--- config.mk ---
export PLATFORM = sky130hd
export DESIGN_NAME = pattern_gen_param
export DESIGN_NICKNAME = d
export VERILOG_FILES = /design/src/rtl/pattern_gen_param.sv
export SDC_FILE = /design/constraint.sdc
export NUM_CORES = 1
export LEC_CHECK = 0
export CAP_MARGIN = 5
export CORE_MARGIN = 2
export CORE_UTILIZATION = 40
export DETAILED_ROUTE_END_ITERATION = 12
export PLACE_DENSITY = 0.67
export SLEW_MARGIN = 15
export SYNTH_ARGS = -nofsm -noshare
export SYNTH_HDL_FRONTEND = slang
export SYNTH_SLANG_ARGS = --single-unit
--- constraint.sdc ---
create_clock -name clk -period 3.4 [get_ports clk]
set_clock_uncertainty 0.2 [all_clocks]
set_input_delay 0.51 -clock clk [delete_from_list [all_inputs] [get_ports clk]]
set_output_delay 0.51 -clock clk [all_outputs]
set_load 0.005 [all_outputs]
--- src/rtl/pattern_gen_param.sv ---
`default_nettype none
// ============================================================================
//  Module      : pattern_gen_param
//  Description : Builds a WIDTH-bit mask with N ones spread evenly over the
//                first M positions, one position per cycle (Bresenham).
//  Revision    : 1.0 - initial release
// ============================================================================
module pattern_gen_param #(
    parameter int WIDTH = 16,
    parameter int CNT_W = $clog2(WIDTH + 1)
) (
    input  logic             clk,
    input  logic             rst,
    input  logic             start,
    input  logic             abort,
    input  logic [CNT_W-1:0] m,
    input  logic [CNT_W-1:0] n,
    input  logic             lsb_first,
    output logic [WIDTH-1:0] pattern,
    output logic             busy,
    output logic             done,
    output logic             valid,
    output logic [CNT_W-1:0] ones_cnt
);

    localparam logic [1:0]       c_IDLE  = 2'd0;
    localparam logic [1:0]       c_RUN   = 2'd1;
    localparam logic [1:0]       c_DONE  = 2'd2;
    localparam logic [CNT_W-1:0] c_WIDTH = CNT_W'(WIDTH);
    localparam logic [CNT_W-1:0] c_LAST  = CNT_W'(WIDTH - 1);
    localparam logic [CNT_W-1:0] c_ONE   = CNT_W'(1);

    logic [1:0]       r_state;
    logic [CNT_W-1:0] r_me;
    logic [CNT_W-1:0] r_ne;
    logic             r_lsb;
    logic [CNT_W-1:0] r_acc;
    logic [CNT_W-1:0] r_k;
    logic [WIDTH-1:0] r_pattern;
    logic             r_busy;
    logic             r_done;
    logic             r_valid;
    logic [CNT_W-1:0] r_cnt;

    logic [CNT_W-1:0] w_me;
    logic [WIDTH-1:0] w_fill;
    logic [CNT_W:0]   w_sum;
    logic             w_wrap;
    logic             w_hit;
    logic [CNT_W-1:0] w_acc_nxt;
    logic [CNT_W-1:0] w_pos;
    logic [WIDTH-1:0] w_bit;
    logic             w_last;

    assign w_me   = (m > c_WIDTH) ? c_WIDTH : m;
    // Shifting by the full width yields zero, so Me==WIDTH fills every bit.
    assign w_fill = lsb_first ? ~({WIDTH{1'b1}} << w_me) : ~({WIDTH{1'b1}} >> w_me);

    assign w_sum     = {1'b0, r_acc} + {1'b0, r_ne};
    assign w_wrap    = (w_sum >= {1'b0, r_me});
    assign w_hit     = (r_acc == '0) || (w_sum > {1'b0, r_me});
    assign w_acc_nxt = w_wrap ? CNT_W'(w_sum - {1'b0, r_me}) : CNT_W'(w_sum);
    assign w_pos     = r_lsb ? r_k : (c_LAST - r_k);
    assign w_bit     = {{(WIDTH-1){1'b0}}, 1'b1} << w_pos;
    assign w_last    = (r_k == (r_me - c_ONE));

    always_ff @(posedge clk) begin
        if (rst || abort) begin
            r_state   <= c_IDLE;
            r_me      <= '0;
            r_ne      <= '0;
            r_lsb     <= 1'b0;
            r_acc     <= '0;
            r_k       <= '0;
            r_pattern <= '0;
            r_busy    <= 1'b0;
            r_done    <= 1'b0;
            r_valid   <= 1'b0;
            r_cnt     <= '0;
        end else begin
            case (r_state)
                c_IDLE, c_DONE: begin
                    r_done <= 1'b0;
                    if (start) begin
                        r_me  <= w_me;
                        r_ne  <= n;
                        r_lsb <= lsb_first;
                        r_acc <= '0;
                        r_k   <= '0;
                        if ((w_me == '0) || (n == '0)) begin
                            r_pattern <= '0;
                            r_cnt     <= '0;
                            r_state   <= c_DONE;
                            r_done    <= 1'b1;
                            r_valid   <= 1'b1;
                        end else if (n >= w_me) begin
                            r_pattern <= w_fill;
                            r_cnt     <= w_me;
                            r_state   <= c_DONE;
                            r_done    <= 1'b1;
                            r_valid   <= 1'b1;
                        end else begin
                            r_pattern <= '0;
                            r_cnt     <= '0;
                            r_state   <= c_RUN;
                            r_busy    <= 1'b1;
                            r_valid   <= 1'b0;
                        end
                    end else begin
                        r_state <= c_IDLE;
                    end
                end
                c_RUN: begin
                    if (w_hit) begin
                        r_pattern <= r_pattern | w_bit;
                    end
                    r_acc <= w_acc_nxt;
                    r_cnt <= r_cnt + {{(CNT_W-1){1'b0}}, w_hit};
                    r_k   <= r_k + c_ONE;
                    if (w_last) begin
                        r_state <= c_DONE;
                        r_busy  <= 1'b0;
                        r_done  <= 1'b1;
                        r_valid <= 1'b1;
                    end
                end
                default: begin
                    r_state <= c_IDLE;
                    r_busy  <= 1'b0;
                    r_done  <= 1'b0;
                end
            endcase
        end
    end

    assign pattern  = r_pattern;
    assign busy     = r_busy;
    assign done     = r_done;
    assign valid    = r_valid;
    assign ones_cnt = r_cnt;

endmodule
`default_nettype wire
==> run_results.csv, run 1 <==
group,metric,value,unit
synthesis,synth.cell_area,3260,µm²
timing,worst_slack,66.4,ps
final_layout,final_common_cell,"dfxtp_1",
critical_path,cp_max_fo,3,
power,p_comb_frac,0.257,
final_layout,mostFrequentLayoutCells,"dfxtp_1 (44), nand2_1 (39), clkdlybuf4s50_1 (38)",
power,clockPowerShare,0.288,
synthesis,syn_area_per_cell,7.65,µm²
floorplanning,core,7810,µm²
routing,drt-initial-drc-count,209,
routing,antenna_left,0,
critical_path,r2r_setup_slack,70,ps
synthesis,ys_ff_latch,47,
synthesis,synth_cells,426,
timing,rsz0062_at_grt,"true",
flow_run,max-cap-violations,0,
timing,finalSetupViolCount,0,
final_layout,fin_cells,573,
routing,vias_per_cell,5.53,
synthesis,synth.distinct_cells,53,
routing,drt-total-wl,9190,µm
cts,ctsHtreeMaxLevel,2,
place,place_congestion,0.860,
min_path,worstHoldPathCells,2,
place,dpl.hpwl,6760,µm
power,intPower,0.891,mW
cts,insertion_delay,310,ps
synthesis,yosys-top-cells-area,"dfxtp_1 (29%), ha_1 (7.3%), a21oi_1 (5.7%), nand2_1 (4.5%), o21ai_0 (4.3%)",
floorplanning,ios,39,
critical_path,timing.critical_path.mode_cell,"ha_4",
cts,cts_num_sinks,47,
critical_path,criticalPathCategory,"flip-flop to flip-flop",
timing,period_needed,3330,ps
synthesis,synth_top_area_cell,"dfxtp_1",
routing,drt_first_pass_iters,5,
critical_path,worstPathRequired,3430,ps
final_layout,n_antenna_cell,0,
final_layout,drive_above_1_share,0.155,
grt,grt_max_degree,28,
critical_path,end_kind,"flip-flop",
power,power_density,319,nW/µm²
final_layout,syn_to_final_growth,25.1,%
grt,gr-usage-all-layers,0.214,
grt,globalRouteOverflowTotal,0,
cts,numCtsBuffers,5,
critical_path,slowest_stage,"fa_2",
place,io_buffers,38,
cts,clock_path_buffers,2,
critical_path,r2r_start,"r_acc[0]",
timing,tightest_slew,800,ps
timing,max_freq,300,MHz
grt,grt_pass1_vias,3006,
synthesis,seq_area_frac_synth,0.289,
synthesis,synthFlopType,"dfxtp_1",
final_layout,nets,506,
place,numPlacedInstances,558,
min_path,hold_class,"flip-flop to flip-flop",
routing,vias,3171,
power,p_leak,1.48,nW
floorplanning,die_x,94.3,µm
min_path,hold_start,"pattern[0]",
floorplanning,fp-row-count,32,
critical_path,arrival,3370,ps
grt,antenna_found_initial,0,
synthesis,synth-edff-count,0,
floorplanning,dieHeight,94.3,µm
grt,grt_pass1_wl,14900,µm
critical_path,r2r_end,"ones_cnt[2]",
min_path,hold_end,"pattern[0]",
place,dp_slack,-207,ps
power,switching_share,0.315,
timing,max_slew_margin,0.466,
cts,cts_tree,"built",
floorplanning,start_util,0.417,
outcome,status,"completed",
critical_path,rr_worst_depth,17,
cts,clk_pin_slew_worst_paths,100,ps
power,ir_worst_vdd,0.157,mV
timing,fin_crit_sh,0.980,
synthesis,yosysWarnings,0,
critical_path,cp-start-kind,"flip-flop",
cts,clock-root-buffer,"clkbuf_8",
power,p_sw,0.410,mW
power,power_frac_seq,0.455,
synthesis,postSynth.asyncResetShare,0,
routing,wl_per_cell,16.0,µm
timing,final_hold_viol_count,0,
critical_path,max_stage_delay,380,ps
floorplanning,fp.dieArea,8880,µm²
synthesis,synth_top_area_frac,0.289,
timing,report.final.slew_viol_count,0,
routing,drc,0,
critical_path,crit_chain,"ha_4 -> inv_2 -> fa_2 -> nand2b_4 -> a21oi_4 -> xnor2_2 -> ha_1 -> o21ai_1 -> a21o_1 -> a21oi_2 -> or2_4 -> ha_4 -> ha_4 -> and3_4 -> nor2_2 -> a31oi_1 -> a211oi_1",
synthesis,syn-num-nets,462,
final_layout,final.fill_count,744,
## final cells by class
class,instances,area (µm²),area share
Clock inverter,2,16.3,0.00399
Sequential cell,47,945,0.232
Inverter,34,128,0.0313
Multi-Input combinational cell,317,2190,0.538
Clock buffer,6,82.6,0.0203
Timing Repair Buffer,65,583,0.143
Tap cell,102,128,0.0313
## worst max-delay path by stage
stage | to | depth (start not counted) | startpoint | slack (ps)
2_1_floorplan | ones_cnt[4] | 17 | r_acc[0] | 50
6_report | ones_cnt[2] | 17 | r_acc[0] | 70
3_3_place_gp | pattern[6] | 12 | r_ne[0] | -80
5_1_grt | ones_cnt[2] | 17 | r_acc[0] | -70
4_1_cts | ones_cnt[4] | 15 | r_acc[1] | 20
3_5_place_dp | pattern[4] | 12 | r_ne[0] | -210
## cells by family (layout without fill, tap and decap cells)
| group | count (synthesis) | in the layout | share of synthesized area |
|---|---|---|---|
| AOI/OAI and AO/OA | 141 | 142 | 0.290 |
| and+or+nand+nor | 136 | 136 | 0.207 |
| buffers and inverters | 63 | 107 | 0.0783 |
| DFF | 47 | 47 | 0.289 |
| adders and majority gates | 21 | 21 | 0.0853 |
| xor gates and xnor gates | 12 | 12 | 0.0323 |
| muxes | 6 | 6 | 0.0188 |
## timing repair
action / 4_1_cts / 5_1_grt
setup buffers: 1 / 5
gates cloned: 0 / 1
gates resized for setup: 7 / 23
hold buffers: 0 / 0
pin swaps: 2 / 12
setup endpoints to repair: 17 / 14
## state kept, by name, indices dropped and copies added, names as in the netlist
name,flops
r_ne,5
busy,1
r_acc,5
r_state,2
r_k,5
pattern,16
r_lsb,1
done,1
ones_cnt,5
valid,1
r_me,5
## routing by layer
| metal | global-route usage | routed length (µm) | up-vias |
|---|---|---|---|
| met3 | 0.0289 | 267 | 10 |
| li1 | - | - | 1618 |
| met1 | 0.294 | 4370 | 1489 |
| met4 | 0.0628 | 130 | 0 |
| met2 | 0.351 | 4430 | 54 |
| met5 | 0 | 0 | - |
## cells in the mapped netlist, types with 4 or more instances
cell type	n
nand2_1	39
a22oi_1	10
clkbuf_1	18
ha_1	19
buf_2	9
a31oi_1	19
a2111oi_2	5
nor2_1	31
a211oi_1	11
xnor2_1	5
inv_1	34
and2_1	4
nor3_1	13
or2_2	8
a21oi_1	37
mux2i_1	5
nor2b_1	8
xor2_1	7
a2111oi_0	4
nand4_1	4
nand3_1	12
dfxtp_1	47
nand2b_1	6
o21ai_0	28
a22o_1	4
## worst max-delay path: cells and delay by family, from the launching register on
family	cells	cell delay, ps
xor+xnor	1	130
fa+ha+maj	5	1130
simple gates	4	660
buf+inv	1	40
compound gates	6	740
flops	1	360
## power groups by stage
stage               clock network (mW)  logic, mW  registers, mW
finish                           0.375      0.334          0.592
CTS                              0.379      0.313          0.591
detailed placement                   0      0.305          0.604
global placement                     0      0.303          0.603
floorplan                            0      0.188          0.600
global route                     0.400      0.369          0.595
## through the flow
stage	setup TNS [ps]	util	power (mW)	instance area, µm²	hold WS [ps]
final	0	0.522	1.30	4080	275
after global routing	-118	0.522	1.36	4080	300
after CTS	0	0.504	1.28	3930	268
after detailed placement	-1870	0.487	0.909	3800	264
after global placement	-334	0.487	0.906	3800	252
after floorplan	0	-	0.788	3260	241
Note: power is estimated with default switching activity, not from simulation.
==> run 2, diff against run 1 <==
--- a/config.mk
+++ b/config.mk
@@ -6,10 +6,10 @@
 export NUM_CORES = 1
 export LEC_CHECK = 0
 export CAP_MARGIN = 5
-export CORE_MARGIN = 2
+export CORE_MARGIN = 10
 export CORE_UTILIZATION = 40
 export DETAILED_ROUTE_END_ITERATION = 12
-export PLACE_DENSITY = 0.67
+export PLACE_DENSITY = 0.64
 export SLEW_MARGIN = 15
 export SYNTH_ARGS = -nofsm -noshare
 export SYNTH_HDL_FRONTEND = slang
==> constraint.sdc (replaced) <==
create_clock -name clk -period 3.3 [get_ports clk]
set_clock_uncertainty 0.2 [all_clocks]
set_input_delay 0.495 -clock clk [delete_from_list [all_inputs] [get_ports clk]]
set_output_delay 0.495 -clock clk [all_outputs]
set_load 0.005 [all_outputs]
==> run 2 against run 1 <==
Net effect: clock-buffer cell count did not move; global-route usage is 6.0 points lower; clock power is 20% higher; maximum frequency is 1.5% higher; cell area rose by 0.61%; sequential share of layout area down 0.17 points; highest routed layer unchanged; sequential power grew 3%; largest cell class unchanged; via count grew 1.4%; sequential cell count unchanged; wire length is 2.2% higher.
==> run_results.csv, run 2 (same netlist as run 1, synthesis figures left out) <==
group,metric,value,unit
critical_path,max_stage_delay,360,ps
cts,clock_path_buffers,2,
cts,clk_pin_slew_worst_paths,90,ps
flow_run,max-cap-violations,0,
critical_path,cp_max_fo,3,
power,power_density,342,nW/µm²
power,switching_share,0.293,
grt,grt_pass1_vias,2972,
grt,antenna_found_initial,0,
floorplanning,die_x,110,µm
place,dpl.hpwl,6920,µm
routing,wl_met3,584,µm
outcome,status,"completed",
timing,finalSetupViolCount,0,
timing,max_slew_margin,0.466,
critical_path,criticalPathCategory,"flip-flop to flip-flop",
final_layout,fin_cells,573,
routing,maxUsedRoutingLayer,"met4",
place,place_congestion,0.849,
timing,fin_crit_sh,0.995,
power,intPower,0.991,mW
cts,cts_num_sinks,47,
critical_path,rr_worst_depth,17,
routing,drc,0,
power,p_leak,1.50,nW
timing,period_needed,3280,ps
final_layout,multi_input_area,2180,µm²
grt,grt_max_degree,28,
critical_path,worstPathRequired,3340,ps
power,p_sw,0.411,mW
cts,numCtsBuffers,5,
final_layout,ff_latch_area,943,µm²
cts,clock-root-buffer,"clkbuf_8",
cts,insertion_delay,310,ps
min_path,hold_class,"flip-flop to flip-flop",
final_layout,mostFrequentLayoutCells,"dfxtp_1 (45), nand2_1 (39), clkdlybuf4s50_1 (38)",
final_layout,syn_to_final_growth,25.9,%
critical_path,slowest_stage,"dfxtp_2",
power,power_frac_seq,0.434,
place,numPlacedInstances,562,
final_layout,final.fill_count,739,
routing,wl_met1,4340,µm
grt,globalRouteOverflowTotal,0,
cts,ctsHtreeMaxLevel,2,
routing,drt_first_pass_iters,5,
power,ir_worst_vdd,0.182,mV
final_layout,final_common_cell,"dfxtp_1",
routing,wl_per_cell,16.4,µm
floorplanning,ios,39,
routing,route.met2.wl,4390,µm
floorplanning,fp.dieArea,12200,µm²
timing,worst_slack,16.8,ps
critical_path,crit_chain,"ha_4 -> inv_2 -> fa_2 -> nand2b_4 -> a21oi_4 -> xnor2_2 -> ha_1 -> o21ai_1 -> a21o_1 -> a21oi_2 -> or2_4 -> ha_4 -> ha_4 -> and3_4 -> a31oi_1 -> o21ai_1 -> a21oi_1",
critical_path,critPathTopFamily,"adder cells",
routing,drt-total-wl,9390,µm
critical_path,crit_buf_inv,1,
final_layout,design_area,4100,µm²
timing,max_freq,305,MHz
place,placed_area,3850,µm²
critical_path,timing.critical_path.mode_cell,"ha_4",
grt,gr-usage-all-layers,0.154,
critical_path,end_kind,"flip-flop",
place,io_buffers,38,
floorplanning,core,7810,µm²
critical_path,crit_cells,17,
timing,final_hold_viol_count,0,
critical_path,r2r_start,"r_acc[0]",
critical_path,r2r_end,"ones_cnt[4]",
timing,tns,0,ps
critical_path,worstSetupStartpoint,"r_acc[0]",
critical_path,crit_end,"ones_cnt[4]",
critical_path,arrival,3330,ps
timing,tightest_slew,799,ps
floorplanning,dieHeight,110,µm
routing,antenna_left,0,
final_layout,largest_register_ffs,16,
timing,report.final.slew_viol_count,0,
timing,holdWs,271,ps
grt,grt_pass1_wl,15100,µm
place,dp_slack,-235,ps
critical_path,r2r_setup_slack,20,ps
routing,vias,3215,
timing,rsz0062_at_grt,"true",
floorplanning,fp-row-count,32,
cts,postCtsHoldBufs,0,
routing,vias_per_cell,5.61,
final_layout,nets,506,
power,clockPowerShare,0.321,
final_layout,n_antenna_cell,0,
routing,drt-initial-drc-count,138,
power,p_comb_frac,0.246,
final_layout,drive_above_1_share,0.153,
floorplanning,start_util,0.417,
critical_path,cp-start-kind,"flip-flop",
cts,cts_tree,"built",
## run 2: cell types whose count changed in the layout (fill, tap and decap cells not counted), sizes merged
| cell | before | now |
|---|---|---|
| a211oi | 13 | 12 |
| buf | 27 | 28 |
| bufinv | 0 | 1 |
| clkinvlp | 1 | 0 |
## run 2: per-stage QoR
stage          power (mW)  utilization
3_5_place_dp        0.948        0.494
2_1_floorplan       0.814            -
3_3_place_gp        0.945        0.494
6_report             1.40        0.525
4_1_cts              1.40        0.518
5_1_grt              1.47        0.525
## run 2: layer usage
| layer | GRT usage | up-vias |
|---|---|---|
| met1 | 0.220 | 1502 |
| met5 | 0 | - |
| met3 | 0.0255 | 6 |
| met2 | 0.235 | 97 |
| met4 | 0.0385 | 0 |
| li1 | - | 1610 |
## run 2: layout make-up
cell class                      count  share of cell area
Inverter                           34              0.0311
Clock inverter                      2             0.00854
Clock buffer                        6              0.0201
Tap cell                          102              0.0311
Multi-Input combinational cell    316               0.532
Timing Repair Buffer               66               0.147
Sequential cell                    47               0.230
## run 2: power groups by stage
stage	Clock, mW	Sequential [mW]	Combinational [mW]
after floorplan	0	0.618	0.196
after global placement	0	0.620	0.325
after detailed placement	0	0.621	0.327
after CTS	0.456	0.608	0.335
after global routing	0.479	0.612	0.379
final	0.450	0.608	0.345
## run 2: worst register-to-register path, stage by stage, from the launching register on
cell and delay, ps:
dfxtp_2 360, ha_4 140, inv_2 40, fa_2 350, nand2b_4 150, a21oi_4 130
xnor2_2 100, ha_1 330, o21ai_1 90, a21o_1 140, a21oi_2 70, or2_4 240
ha_4 170, ha_4 160, and3_4 170, a31oi_1 180, o21ai_1 100, a21oi_1 120
## run 2: how the worst min path moves through the flow
stage | from | slack, ps | depth (start not counted) | to
finish | done | 270 | 1 | done
global route | done | 290 | 1 | done
CTS | pattern[0] | 270 | 2 | pattern[0]
detailed placement | pattern[0] | 250 | 2 | pattern[0]
global placement | done | 250 | 1 | done
floorplan | r_ne[2] | 240 | 2 | r_ne[2]
## run 2: timing repair
action	4_1_cts	5_1_grt
pin swaps	3	8
gates resized for setup	13	12
cloned	0	0
buffers inserted	2	1
setup endpoints to repair	17	15
==> run 3, diff against run 2 <==
--- a/config.mk
+++ b/config.mk
@@ -7,9 +7,10 @@
 export LEC_CHECK = 0
 export CAP_MARGIN = 5
 export CORE_MARGIN = 10
-export CORE_UTILIZATION = 40
+export CORE_UTILIZATION = 37
 export DETAILED_ROUTE_END_ITERATION = 12
-export PLACE_DENSITY = 0.64
+export PLACE_DENSITY = 0.61
+export REMOVE_ABC_BUFFERS = 1
 export SLEW_MARGIN = 15
 export SYNTH_ARGS = -nofsm -noshare
 export SYNTH_HDL_FRONTEND = slang
==> run 3 against run 2 <==
Net effect: sequential power barely moved; utilization fell by 3.5 points; clock power rose by 15%; worst setup slack improved by 33 ps; power rose by 5.5%; hold slack got worse by 3.1 ps; die area rose by 6.6%.
==> run_results.csv, run 3 (same netlist as run 1, synthesis figures left out) <==
group,metric,value,unit
place,numPlacedInstances,572,
place,place_congestion,0.899,
timing,finalSetupViolCount,0,
floorplanning,core,8640,µm²
floorplanning,start_util,0.377,
final_layout,mostFrequentLayoutCells,"dfxtp_1 (45), buf_4 (43), nand2_1 (39)",
critical_path,criticalPathCategory,"flip-flop to flip-flop",
cts,cts_num_sinks,47,
cts,clock-root-buffer,"clkbuf_8",
routing,drc,0,
routing,vias_per_cell,5.56,
timing,tightest_slew,788,ps
grt,grt_pass1_vias,3167,
cts,numCtsBuffers,5,
min_path,hold_end,"pattern[7]",
timing,final_hold_viol_count,0,
critical_path,rr_worst_depth,15,
flow_run,max-cap-violations,0,
floorplanning,ios,39,
timing,period_needed,3250,ps
routing,wl_per_cell,16.7,µm
timing,holdWs,268,ps
outcome,status,"completed",
final_layout,fin_cells,595,
critical_path,r2r_start,"r_ne[1]",
routing,drt_first_pass_iters,4,
routing,antenna_left,0,
final_layout,n_antenna_cell,0,
place,dpl.hpwl,7170,µm
critical_path,end_kind,"flip-flop",
grt,antenna_found_initial,0,
routing,vias,3311,
timing,max_slew_margin,0.474,
critical_path,cp_max_fo,3,
floorplanning,die_x,114,µm
routing,drt-initial-drc-count,172,
floorplanning,fp.dieArea,13000,µm²
place,dp_slack,-240,ps
routing,drt-total-wl,9940,µm
critical_path,r2r_setup_slack,50,ps
final_layout,syn_to_final_growth,29.9,%
min_path,hold_class,"flip-flop to flip-flop",
timing,max_freq,308,MHz
power,p_leak,1.58,nW
grt,grt_pass1_wl,16000,µm
power,power_density,350,nW/µm²
floorplanning,fp-row-count,34,
timing,worst_slack,49.6,ps
power,ir_worst_vdd,0.145,mV
floorplanning,dieHeight,114,µm
critical_path,arrival,3270,ps
critical_path,r2r_end,"ones_cnt[2]",
critical_path,worstPathRequired,3320,ps
cts,cts_tree,"built",
min_path,hold_start,"pattern[7]",
timing,rsz0062_at_grt,"true",
place,io_buffers,38,
grt,globalRouteOverflowTotal,0,
final_layout,drive_above_1_share,0.179,
cts,postCtsHoldBufs,0,
cts,ctsHtreeMaxLevel,2,
timing,fin_crit_sh,0.985,
min_path,worstHoldPathCells,2,
cts,clk_pin_slew_worst_paths,100,ps
critical_path,cp-start-kind,"flip-flop",
grt,gr-usage-all-layers,0.149,
cts,insertion_delay,310,ps
final_layout,nets,522,
final_layout,largest_register_ffs,16,
cts,clock_path_buffers,2,
timing,report.final.slew_viol_count,0,
final_layout,final_common_cell,"dfxtp_1",
grt,grt_max_degree,37,
## run 3: cell count changes in the layout (fill, tap and decap cells not counted), sizes merged
cell,change
buf,+16
bufinv,+1
clkinv,-1
clkbuf,-1
clkinvlp,+1
## run 3: layer usage
layer	global-route usage	part of all wire
met3	0.0247	0.051
met4	0.0393	0.013
met2	0.258	0.49
met1	0.187	0.44
met5	0	0
## run 3: worst max-delay path: stages, from the launching register on
cell,delay (ps)
dfxtp_1,340
ha_1,310
a21oi_2,200
o21bai_1,90
xor2_1,290
ha_1,320
o21ai_1,150
a21o_1,130
a21oi_2,60
or2_4,230
ha_4,170
ha_4,160
and3_4,160
nor2_1,100
a31oi_1,50
a211oi_1,200
## run 3: metrics by stage
step	cell area, µm²	utilization	setup TNS (ps)	total power, mW
global route	4230	0.490	-632	1.54
finish	4230	0.490	0	1.48
detailed placement	3860	0.447	-1980	0.946
floorplan	3130	-	-231	0.792
global placement	3860	0.447	-897	0.942
CTS	4170	0.483	0	1.48
## run 3: worst max-delay path by stage
stage | startpoint | end | slack (ps) | cells after the start
after floorplan | r_acc[0] | ones_cnt[4] | -120 | 17
after global placement | r_ne[0] | ones_cnt[4] | -140 | 17
after detailed placement | r_acc[0] | ones_cnt[4] | -240 | 17
after CTS | r_acc[0] | pattern[4] | 10 | 13
after global routing | r_ne[1] | ones_cnt[4] | -130 | 15
final | r_ne[1] | ones_cnt[2] | 50 | 15
## run 3: what timing repair did
action	CTS	global route
setup endpoints to repair	18	20
pin swaps	8	11
setup buffers	13	3
resized for setup	19	9
## run 3: power by group
part / internal (mW) / switching (mW)
sequential: 0.589 / 0.0192
combinational: 0.165 / 0.190
clock: 0.302 / 0.214
total: 1.06 / 0.423
## run 3: area by class of cell
class                   instances  area [µm²]
multi-input cells             316        2180
clock inverters                 3        67.6
inverters                      34         128
repair buffers                 82         714
clock buffers                   5        68.8
flip-flops and latches         47         943
fillers                       859        4400
well taps                     108         135
